[src/rtl/mem_wb_arbiter_pkg.sv]
// -----------------------------------------------------------------------------
// mem_wb_arbiter_pkg
// Shared definitions for the core-to-Wishbone request arbiter:
//   - state_t      : bus sequencer states (IDLE, BUS, RESP)
//   - ARB_FIXED/RR : arbitration mode selectors
//   - slice_lo     : low bit of port p's field inside a flat packed bus
//   - idx_width    : index width for a count of items (never below 1)
// -----------------------------------------------------------------------------
package mem_wb_arbiter_pkg;

  typedef enum logic [1:0] {
    ST_IDLE = 2'd0,
    ST_BUS  = 2'd1,
    ST_RESP = 2'd2
  } state_t;

  localparam int ARB_FIXED = 0;
  localparam int ARB_RR    = 1;

  // Port p's field of width w starts at bit p*w of the flattened bus.
  function automatic int slice_lo(input int port, input int width);
    return port * width;
  endfunction

  // Width of an index able to address n items; a single item still needs 1 bit.
  function automatic int idx_width(input int n);
    return (n > 1) ? $clog2(n) : 1;
  endfunction

endpackage

[src/rtl/mem_wb_arbiter_rr_arbiter.sv]
// -----------------------------------------------------------------------------
// rr_arbiter
// Purely combinational grant selection over NUM_PORTS requesters.
//   i_req        : request vector
//   i_ptr        : index of the last granted port (round-robin history)
//   i_rr_mode    : 0 = fixed priority (lowest index wins),
//                  1 = round-robin (search starts at i_ptr+1, wrapping)
//   o_gnt_valid  : at least one request present
//   o_gnt_onehot : one-hot grant
//   o_gnt_idx    : binary index of the granted port
// -----------------------------------------------------------------------------
module rr_arbiter
  import mem_wb_arbiter_pkg::*;
#(
  parameter int NUM_PORTS = 2,
  parameter int IDX_W     = idx_width(NUM_PORTS)
) (
  input  logic [NUM_PORTS-1:0] i_req,
  input  logic [IDX_W-1:0]     i_ptr,
  input  logic                 i_rr_mode,
  output logic                 o_gnt_valid,
  output logic [NUM_PORTS-1:0] o_gnt_onehot,
  output logic [IDX_W-1:0]     o_gnt_idx
);

  localparam logic [NUM_PORTS-1:0] ONE_HOT0 = NUM_PORTS'(1'b1);

  logic [IDX_W-1:0] w_cand;

  // Port visited at search step 'step'; step 0 has the highest priority.
  function automatic logic [IDX_W-1:0] cand_of(input int step, input logic rr,
                                               input logic [IDX_W-1:0] ptr);
    int v;
    v = rr ? ((int'(ptr) + 1 + step) % NUM_PORTS) : step;
    return IDX_W'(v);
  endfunction

  // Walk the priority order from lowest to highest so the last hit is the winner.
  always_comb begin
    o_gnt_valid = 1'b0;
    o_gnt_idx   = '0;
    w_cand      = '0;
    for (int i = NUM_PORTS - 1; i >= 0; i--) begin
      w_cand      = cand_of(i, i_rr_mode, i_ptr);
      o_gnt_idx   = i_req[w_cand] ? w_cand : o_gnt_idx;
      o_gnt_valid = o_gnt_valid | i_req[w_cand];
    end
    o_gnt_onehot = o_gnt_valid ? (ONE_HOT0 << o_gnt_idx) : '0;
  end

endmodule

[src/rtl/mem_wb_arbiter.sv]
// -----------------------------------------------------------------------------
// mem_wb_arbiter
// Arbitrates NUM_PORTS core-side enable/valid memory channels onto a single
// Wishbone classic master. Requests are latched per port, granted with fixed
// or round-robin priority, and completed with a one-cycle valid pulse. A bus
// cycle that sees no ack for TIMEOUT_CYCLES cycles completes with an error.
//
// Ports:
//   clk_core, rst_core       : clock, synchronous active-high reset
//   port_en_i/we_i           : per-port request strobe / write enable
//   port_addr_i/wdata_i/wstrb_i : packed per-port request fields
//   port_valid_o/err_o       : per-port completion pulse / timeout flag
//   port_rdata_o             : read data, qualified by port_valid_o
//   wb_cyc_o/stb_o/we_o/wstrb_o/addr_o/data_o : Wishbone master outputs
//   wb_data_i, wb_ack_i      : Wishbone slave response
// -----------------------------------------------------------------------------
module mem_wb_arbiter
  import mem_wb_arbiter_pkg::*;
#(
  parameter int NUM_PORTS      = 2,
  parameter int ADDR_WIDTH     = 32,
  parameter int DATA_WIDTH     = 32,
  parameter int ARB_MODE       = 0,
  parameter int TIMEOUT_CYCLES = 1024
) (
  input  logic                             clk_core,
  input  logic                             rst_core,
  input  logic [NUM_PORTS-1:0]             port_en_i,
  input  logic [NUM_PORTS-1:0]             port_we_i,
  input  logic [NUM_PORTS*ADDR_WIDTH-1:0]  port_addr_i,
  input  logic [NUM_PORTS*DATA_WIDTH-1:0]  port_wdata_i,
  input  logic [NUM_PORTS*DATA_WIDTH/8-1:0] port_wstrb_i,
  output logic [NUM_PORTS-1:0]             port_valid_o,
  output logic [NUM_PORTS-1:0]             port_err_o,
  output logic [DATA_WIDTH-1:0]            port_rdata_o,
  output logic                             wb_cyc_o,
  output logic                             wb_stb_o,
  output logic                             wb_we_o,
  output logic [DATA_WIDTH/8-1:0]          wb_wstrb_o,
  output logic [ADDR_WIDTH-1:0]            wb_addr_o,
  output logic [DATA_WIDTH-1:0]            wb_data_o,
  input  logic [DATA_WIDTH-1:0]            wb_data_i,
  input  logic                             wb_ack_i
);

  localparam int STRB_W = DATA_WIDTH / 8;
  localparam int IDX_W  = idx_width(NUM_PORTS);
  localparam int CNT_W  = idx_width(TIMEOUT_CYCLES + 1);

  localparam logic [NUM_PORTS-1:0] ONE_HOT0 = NUM_PORTS'(1'b1);
  localparam logic [IDX_W-1:0]     PTR_RST  = IDX_W'(NUM_PORTS - 1);
  localparam logic [CNT_W-1:0]     CNT_LAST = CNT_W'(TIMEOUT_CYCLES - 1);
  localparam logic                 TMO_EN   = (TIMEOUT_CYCLES != 0);
  localparam logic                 RR_MODE  = (ARB_MODE == ARB_RR);

  // Sequencer state
  state_t r_state, w_state_nxt;

  // Per-port latched requests
  logic [NUM_PORTS-1:0]  r_pending, w_pending_nxt;
  logic [NUM_PORTS-1:0]  r_req_we, w_req_we_nxt;
  logic [ADDR_WIDTH-1:0] r_req_addr  [NUM_PORTS];
  logic [ADDR_WIDTH-1:0] w_req_addr_nxt  [NUM_PORTS];
  logic [DATA_WIDTH-1:0] r_req_wdata [NUM_PORTS];
  logic [DATA_WIDTH-1:0] w_req_wdata_nxt [NUM_PORTS];
  logic [STRB_W-1:0]     r_req_wstrb [NUM_PORTS];
  logic [STRB_W-1:0]     w_req_wstrb_nxt [NUM_PORTS];

  // Unpacked views of the flat input buses
  logic [ADDR_WIDTH-1:0] w_in_addr  [NUM_PORTS];
  logic [DATA_WIDTH-1:0] w_in_wdata [NUM_PORTS];
  logic [STRB_W-1:0]     w_in_wstrb [NUM_PORTS];

  // Arbitration bookkeeping
  logic [IDX_W-1:0] r_ptr, w_ptr_nxt;
  logic [IDX_W-1:0] r_win, w_win_nxt;
  logic [CNT_W-1:0] r_cnt, w_cnt_nxt;

  // Registered outputs
  logic                  r_cyc, w_cyc_nxt;
  logic                  r_we, w_we_nxt;
  logic [STRB_W-1:0]     r_wstrb, w_wstrb_nxt;
  logic [ADDR_WIDTH-1:0] r_addr, w_addr_nxt;
  logic [DATA_WIDTH-1:0] r_wdata, w_wdata_nxt;
  logic [NUM_PORTS-1:0]  r_valid, w_valid_nxt;
  logic [NUM_PORTS-1:0]  r_perr, w_perr_nxt;
  logic [DATA_WIDTH-1:0] r_rdata, w_rdata_nxt;

  // Combinational helpers
  logic [NUM_PORTS-1:0]  w_win_oh, w_busy, w_new, w_req_set;
  logic                  w_gnt_valid;
  logic [NUM_PORTS-1:0]  w_gnt_oh;
  logic [IDX_W-1:0]      w_gnt_idx;
  logic                  w_tmo_hit;
  logic                  w_sel_we;
  logic [ADDR_WIDTH-1:0] w_sel_addr;
  logic [DATA_WIDTH-1:0] w_sel_wdata;
  logic [STRB_W-1:0]     w_sel_wstrb;

  // Split the packed per-port buses into arrays indexed by port number.
  always_comb begin
    for (int p = 0; p < NUM_PORTS; p++) begin
      w_in_addr[p]  = port_addr_i[slice_lo(p, ADDR_WIDTH) +: ADDR_WIDTH];
      w_in_wdata[p] = port_wdata_i[slice_lo(p, DATA_WIDTH) +: DATA_WIDTH];
      w_in_wstrb[p] = port_wstrb_i[slice_lo(p, STRB_W) +: STRB_W];
    end
  end

  // The port in service stays busy through BUS and RESP so a stray en cannot
  // re-latch it before its valid pulse.
  assign w_win_oh  = ONE_HOT0 << r_win;
  assign w_busy    = r_pending | ((r_state != ST_IDLE) ? w_win_oh : '0);
  assign w_new     = port_en_i & ~w_busy;
  assign w_req_set = r_pending | w_new;
  assign w_tmo_hit = TMO_EN && (r_cnt == CNT_LAST);

  rr_arbiter #(
    .NUM_PORTS (NUM_PORTS),
    .IDX_W     (IDX_W)
  ) u_arb (
    .i_req        (w_req_set),
    .i_ptr        (r_ptr),
    .i_rr_mode    (RR_MODE),
    .o_gnt_valid  (w_gnt_valid),
    .o_gnt_onehot (w_gnt_oh),
    .o_gnt_idx    (w_gnt_idx)
  );

  // A request arriving in the grant cycle is forwarded straight from the inputs.
  assign w_sel_we    = w_new[w_gnt_idx] ? port_we_i[w_gnt_idx]  : r_req_we[w_gnt_idx];
  assign w_sel_addr  = w_new[w_gnt_idx] ? w_in_addr[w_gnt_idx]  : r_req_addr[w_gnt_idx];
  assign w_sel_wdata = w_new[w_gnt_idx] ? w_in_wdata[w_gnt_idx] : r_req_wdata[w_gnt_idx];
  assign w_sel_wstrb = w_new[w_gnt_idx] ? w_in_wstrb[w_gnt_idx] : r_req_wstrb[w_gnt_idx];

  // State register and all datapath registers, with synchronous reset.
  always_ff @(posedge clk_core) begin
    if (rst_core) begin
      r_state   <= ST_IDLE;
      r_pending <= '0;
      r_req_we  <= '0;
      for (int p = 0; p < NUM_PORTS; p++) begin
        r_req_addr[p]  <= '0;
        r_req_wdata[p] <= '0;
        r_req_wstrb[p] <= '0;
      end
      r_ptr   <= PTR_RST;
      r_win   <= '0;
      r_cnt   <= '0;
      r_cyc   <= 1'b0;
      r_we    <= 1'b0;
      r_wstrb <= '0;
      r_addr  <= '0;
      r_wdata <= '0;
      r_valid <= '0;
      r_perr  <= '0;
      r_rdata <= '0;
    end else begin
      r_state   <= w_state_nxt;
      r_pending <= w_pending_nxt;
      r_req_we  <= w_req_we_nxt;
      for (int p = 0; p < NUM_PORTS; p++) begin
        r_req_addr[p]  <= w_req_addr_nxt[p];
        r_req_wdata[p] <= w_req_wdata_nxt[p];
        r_req_wstrb[p] <= w_req_wstrb_nxt[p];
      end
      r_ptr   <= w_ptr_nxt;
      r_win   <= w_win_nxt;
      r_cnt   <= w_cnt_nxt;
      r_cyc   <= w_cyc_nxt;
      r_we    <= w_we_nxt;
      r_wstrb <= w_wstrb_nxt;
      r_addr  <= w_addr_nxt;
      r_wdata <= w_wdata_nxt;
      r_valid <= w_valid_nxt;
      r_perr  <= w_perr_nxt;
      r_rdata <= w_rdata_nxt;
    end
  end

  // Next-state logic. RESP re-arbitrates so back-to-back grants lose one cycle only.
  always_comb begin
    w_state_nxt = r_state;
    case (r_state)
      ST_IDLE: w_state_nxt = w_gnt_valid ? ST_BUS : ST_IDLE;
      ST_BUS:  w_state_nxt = (wb_ack_i || w_tmo_hit) ? ST_RESP : ST_BUS;
      ST_RESP: w_state_nxt = w_gnt_valid ? ST_BUS : ST_IDLE;
      default: w_state_nxt = ST_IDLE;
    endcase
  end

  // Output and datapath next values.
  always_comb begin
    w_pending_nxt = r_pending | w_new;
    for (int p = 0; p < NUM_PORTS; p++) begin
      w_req_we_nxt[p]    = w_new[p] ? port_we_i[p]  : r_req_we[p];
      w_req_addr_nxt[p]  = w_new[p] ? w_in_addr[p]  : r_req_addr[p];
      w_req_wdata_nxt[p] = w_new[p] ? w_in_wdata[p] : r_req_wdata[p];
      w_req_wstrb_nxt[p] = w_new[p] ? w_in_wstrb[p] : r_req_wstrb[p];
    end
    w_ptr_nxt   = r_ptr;
    w_win_nxt   = r_win;
    w_cnt_nxt   = r_cnt;
    w_cyc_nxt   = r_cyc;
    w_we_nxt    = r_we;
    w_wstrb_nxt = r_wstrb;
    w_addr_nxt  = r_addr;
    w_wdata_nxt = r_wdata;
    w_valid_nxt = '0;
    w_perr_nxt  = '0;
    w_rdata_nxt = r_rdata;

    case (r_state)
      ST_IDLE, ST_RESP: begin
        if (w_gnt_valid) begin
          w_win_nxt   = w_gnt_idx;
          w_ptr_nxt   = w_gnt_idx;
          w_cnt_nxt   = '0;
          w_cyc_nxt   = 1'b1;
          w_we_nxt    = w_sel_we;
          w_addr_nxt  = w_sel_addr;
          // Write-only fields are driven as zero on reads.
          w_wdata_nxt = w_sel_we ? w_sel_wdata : '0;
          w_wstrb_nxt = w_sel_we ? w_sel_wstrb : '0;
        end else begin
          w_cyc_nxt = 1'b0;
          w_cnt_nxt = '0;
        end
      end
      ST_BUS: begin
        if (wb_ack_i) begin
          w_cyc_nxt     = 1'b0;
          w_rdata_nxt   = r_we ? '0 : wb_data_i;
          w_valid_nxt   = w_win_oh;
          w_pending_nxt = (r_pending | w_new) & ~w_win_oh;
        end else if (w_tmo_hit) begin
          w_cyc_nxt     = 1'b0;
          w_rdata_nxt   = '0;
          w_valid_nxt   = w_win_oh;
          w_perr_nxt    = w_win_oh;
          w_pending_nxt = (r_pending | w_new) & ~w_win_oh;
        end else begin
          w_cnt_nxt = r_cnt + CNT_W'(1);
        end
      end
      default: begin
        w_cyc_nxt = 1'b0;
      end
    endcase
  end

  assign port_valid_o = r_valid;
  assign port_err_o   = r_perr;
  assign port_rdata_o = r_rdata;
  assign wb_cyc_o     = r_cyc;
  assign wb_stb_o     = r_cyc;
  assign wb_we_o      = r_we;
  assign wb_wstrb_o   = r_wstrb;
  assign wb_addr_o    = r_addr;
  assign wb_data_o    = r_wdata;

endmodule

[config.mk]
export PLATFORM = sky130hd
export DESIGN_NAME = mem_wb_arbiter
export DESIGN_NICKNAME = d
export VERILOG_FILES = /design/src/rtl/mem_wb_arbiter_pkg.sv /design/src/rtl/mem_wb_arbiter_rr_arbiter.sv /design/src/rtl/mem_wb_arbiter.sv
export SDC_FILE = /design/constraint.sdc
export NUM_CORES = 1
export LEC_CHECK = 0
export ABC_CLOCK_PERIOD_IN_PS = 3000
export CAP_MARGIN = 20
export CORE_MARGIN = 5
export CORE_UTILIZATION = 45
export CTS_CLUSTER_SIZE = 30
export DETAILED_ROUTE_END_ITERATION = 7
export GPL_TIMING_DRIVEN = 0
export PLACE_DENSITY = 0.88
export SYNTH_ARGS = -nofsm -noshare
export SYNTH_HDL_FRONTEND = slang
export SYNTH_SLANG_ARGS = --single-unit
[constraint.sdc]
create_clock -name clk_core -period 3 [get_ports clk_core]
set_clock_uncertainty 0.1 [all_clocks]
set_input_delay 0.45 -clock clk_core [delete_from_list [all_inputs] [get_ports clk_core]]
set_output_delay 0.45 -clock clk_core [all_outputs]
set_load 0.005 [all_outputs]
---- Word-level counts from Yosys, hierarchy flattened ----
Memory sizes are Yosys's and may differ from the RTL's.
Index checks and enable logic that the tools add are counted.
Widths: inputs -> output; s select.
storage, ports and cells
  memories kept ........................... 3
  flip-flop bits (word level) ............. 124
  memory bits (writable) .................. 136
  memory bits (read-only) ................. 0
  bits of input ports ..................... 175
  output and inout port bits .............. 107
  bits in latches ......................... 0
operators by class
  mux-type cells .......................... 57
  reductions and logical operators ........ 13
  $lt $le $gt $ge ......................... 2
  equal/unequal tests ..................... 8
  shifts and indexed selects .............. 1
  divide/modulo/power cells ............... 0
  multipliers ............................. 0
  bitwise gates (word level) .............. 15
  $add $sub $neg .......................... 1
memory list
  memory       depth  bits a word  rd ports  clocked after Yosys merged registers in  write ports  line                  RTL
  r_req_addr   2      32           1         0                                        2            mem_wb_arbiter.sv:62  logic [ADDR_WIDTH-1:0] r_req_addr [NUM_PORTS];
  r_req_wdata  2      32           1         0                                        2            mem_wb_arbiter.sv:64  logic [DATA_WIDTH-1:0] r_req_wdata [NUM_PORTS];
  r_req_wstrb  2      4            1         0                                        2            mem_wb_arbiter.sv:66  logic [STRB_W-1:0] r_req_wstrb [NUM_PORTS];
operators with widths
  cell                   number
  $mux 32                20
  $mux 4                 9
  $mux 11                2
  $pmux 11 s2            1
  $mux 1                 16
  $mux 2                 7
  $add 11x1->11 const B  1
  $eq 11x10->1 const B   1
  $reduce_and 2->1       4
  $or 1x1->1             7
  $reduce_bool 2->1      3
  $and 2x2->2            2
  $ne 2x2->1 const B     2
  $not 2->2              2
  $or 2x2->2             2
  $pmux 2 s2             1
  $reduce_or 2->1        2
  $ne 3x3->1 const B     1
  $reduce_and 3->1       1
  $reduce_or 3->1        1
  $eq 2x1->1 const B     1
  $eq 2x2->1 const B     1
  $ge 2x2->1 const B     1
  $logic_not 2->1        1
  other kinds (7)        8

---- Logic depth before layout (Yosys ltp) ----
  depth in word-level cells ............... 14
  depth in mapped cells ................... 10

---- Modules after synthesis ----
From an unflattened synthesis, not the netlist that was laid out.
second synthesis, totals
  cell total of the unflattened synthesis .. 1000
  area total of the unflattened synthesis .. 11414.7 um2
by module, submodules not included
  module          area an instance (um2)  times used  cells each  sequential area each (um2)
  mem_wb_arbiter  11373.4                 1           994         6586.3
  rr_arbiter      41.3                    1           6           0.0

---- Worst setup path after synthesis ----
Ideal clock, no wire load.
  path kind ............................... input-to-reg
  from .................................... input port rst_core
  to ...................................... memory r_req_addr[1][0], enable pin
  buffers on the path ..................... 2
  data arrival time ....................... 2.691 ns
  setup time .............................. 0.437 ns
  path slack .............................. -0.228 ns
  stages on the path ...................... 3
  cells stage by stage .................... clkbuf_1 > clkbuf_1 > nand2b_1
RTL lines
  what                line                  RTL
  start: declaration  mem_wb_arbiter.sv:27  input logic rst_core,
  end: declaration    mem_wb_arbiter.sv:62

==> flow_summary.ini <==
[worst_setup_path]
crit_type = primary input to flop
startpoint_type = primary input
crit_path_frequent_cell = clkbuf_1
cp.arrival_ps = 2910
critPathMaxStageDelay_ps = 620
crit_path_cell_trace = clkdlybuf4s50_1 -> clkbuf_1 -> clkbuf_1 -> or2_4 -> buf_16
slowest_stage = clkbuf_1
crit_required_ps = 3100
cp_max_fo = 55
setup.worst_path.end_class = flop

[yosys]
synthesis.nets = 1375
synthFlopType = edfxtp_1
synth_seq_cells = 260
yosysTopAreaCell = edfxtp_1
ys_warn_count = 0
avgSynthCellArea_um2 = 9.58
synthArstFlopShare_pct = 0
synth_top_area_share_pct = 35.6
yosysSeqAreaShare_pct = 57.2
syn_inst = 1199
synthTopCellsByArea = edfxtp_1 36%, dfxtp_1 22%, nand2_1 10%, and2_1 7.5%, nand3_1 7.5%
synth_edf_count = 136
netlist_area_um2 = 11500
synth.distinct_cells = 46

[cells_and_area]
final_common_cell = nand2_1
area_growth_pct = 36.5
fin_area_um2 = 15700
most-common-layout-cells = 314 x nand2_1, 281 x clkdlybuf4s50_1, 171 x nand3_1
drive_gt1_share_pct = 7.76
fin_nets = 1688
finalNonFillerCells = 1867

[pwr]
p_sw_share_pct = 28.3
switchingPower_mw = 2.83
leakage_nw = 6.07
pwr_density_cell_nw_per_um2 = 638
internal_power_mw = 7.17
p_clk_share_pct = 33.9
ir_drop_v = 0.000521
p_seq_share_pct = 43.1
combPwrFrac_pct = 22.9

[floorplanning]
start_util_pct = 45.6
die_width_um = 170
die_h_um = 170
die-area_um2 = 28800
core_area_um2 = 25200
row_count = 58
pin_count = 282

[clock_tree]
clk_path_buf_depth = 3
clock_latency_ps = 540
cts_sinks = 260
cts_root_buffer = clkbuf_16
cts_inserted_buffers = 28
post_cts_buffers = 0
cts_hold_buf = 0
htree_levels = 1
cts_tree = built
clkTransAtPathRegs_ps = 60

[place]
dp.cells = 1811
place_area_um2 = 14700
portBuffers = 281
dp_hpwl_mm = 25.8
finalWeightedCongestion = 0.850

[routing]
routed_via_density = 5.46
postRouteAntennaNets = 0
dr.pass1.iters = 5
vias = 10200
wl_per_cell_um = 19.4
wl_mm = 36.2
drc_errors = 0
drtIter0Drc = 998

[status]
status = complete, no violations

[grt]
grt_util_all_layers_pct = 23.9
grt_pass1_vias = 10200
grt_remaining_overflow = 0
antenna_found_initial = 5
grt_pass1_wl_mm = 54.8
grt_max_degree = 69

[run]
maxCapViolations = 0

[timing]
holdWs_ps = 353
finalSetupTns_ps = 0
max_freq_ghz = 0.356
hold_violations = 0
tightestPinTransition_ps = 1030
report.final.slew_viol_count = 0
finalCritPeriodShare_pct = 93.6
rsz0062_at_grt = false
period_needed_ps = 2810
relSlewSlack_pct = 30.6
setup_viol = 0

[hold_path]
hp-class = flop to flop
-- worst paths after layout --
path | depth (start not counted) | start | slack, ps | endpoint
worst max-delay path | 5 | rst_core | 190 | r_req_wdata[0][22]$_SDFFCE_PN0P_
worst min-delay path | 2 | wb_addr_o[15]$_SDFFE_PP0P_ | 350 | wb_addr_o[15]$_SDFFE_PP0P_
worst max register to register | 7 | r_state[1]$_SDFF_PP0_ | 390 | r_req_addr[0][17]$_SDFFCE_PN0P_
worst min register to register | 2 | wb_addr_o[15]$_SDFFE_PP0P_ | 350 | wb_addr_o[15]$_SDFFE_PP0P_
-- area by class of cell --
cell class / instances / area (µm²)
clock inverters: 11 / 81.3
flip-flops and latches: 260 / 6570
plain buffers: 93 / 518
repair buffers: 282 / 2840
fillers: 2027 / 9500
multi-input cells: 842 / 4400
inverters: 5 / 18.8
well taps: 330 / 413
clock buffers: 41 / 831
diodes: 3 / 7.51
-- critical path: cells and delay by family --
kind | cells | cell delay (ps)
buffers and inverters | 4 | 1990
AND/OR/NAND/NOR | 1 | 400
-- synth_stat cells (2+ instances only) --
cell type and instances:
a21o_1 2, a21oi_1 38, a21oi_2 2, a22o_1 32, a32oi_1 36, and2_1 138, buf_2 32, buf_4 15
buf_6 9, clkbuf_1 33, clkbuf_2 4, dfxtp_1 124, edfxtp_1 136, inv_1 4, mux2i_1 2, nand2_1 314
nand2b_1 4, nand3_1 171, nand4_1 5, nor2_1 58, nor3_1 5, nor4_1 3, o21ai_0 2, xnor2_1 3
xor2_1 6
-- kinds of logic (layout without fill, tap and decap cells) --
| family | after synthesis | after routing | synth area share (%) |
|---|---|---|---|
| buffers and inverters | 98 | 432 | 4.67 |
| flip-flops | 260 | 260 | 57.2 |
| adder cells (fa/ha/maj) | 1 | 1 | 0.109 |
| XOR/XNOR | 9 | 9 | 0.687 |
| multiplexers | 2 | 2 | 0.174 |
| AND/OR/NAND/NOR | 705 | 706 | 28.5 |
| other | 0 | 3 | 0 |
| AO/OA/AOI/OAI | 124 | 124 | 8.67 |
-- flip-flops by register name, indices dropped and copies added (netlist names), 2 cells and up --
| register | cells |
|---|---|
| port_valid_o | 2 |
| r_state | 2 |
| r_pending | 2 |
| wb_data_o | 32 |
| r_req_we | 2 |
| wb_wstrb_o | 4 |
| wb_addr_o | 32 |
| r_req_wstrb | 8 |
| r_req_addr | 64 |
| port_err_o | 2 |
| r_req_wdata | 64 |
| r_cnt | 11 |
| port_rdata_o | 32 |
-- power by group through the flow --
stage / logic [mW] / clock network [mW] / registers, mW
floorplan: 1.23 / 0 / 4.36
global placement: 2.20 / 0 / 4.37
detailed placement: 2.27 / 0 / 4.38
CTS: 2.29 / 3.45 / 4.31
global route: 2.50 / 3.60 / 4.35
finish: 2.29 / 3.39 / 4.31
-- through the flow --
step           util [%]  total power, mW  setup WS (ps)
2_1_floorplan         -             5.59            541
3_3_place_gp       58.4             6.56          -1010
3_5_place_dp       58.6             6.65           -514
4_1_cts            62.2             10.0           54.2
5_1_grt            62.3             10.4           92.0
6_report           62.3             10.0            192
-- layer usage --
layer  global-route usage, %  share of wire, %
met4                    8.02               3.5
met1                    31.1                39
met3                    4.03               8.7
met2                    40.5                49
met5                       0              0.19
-- what timing repair did --
item	in CTS	in global routing
hold endpoints to repair	0	0
setup endpoints to repair	0	68
resized for setup	0	1
(Power assumes the default switching activity.)
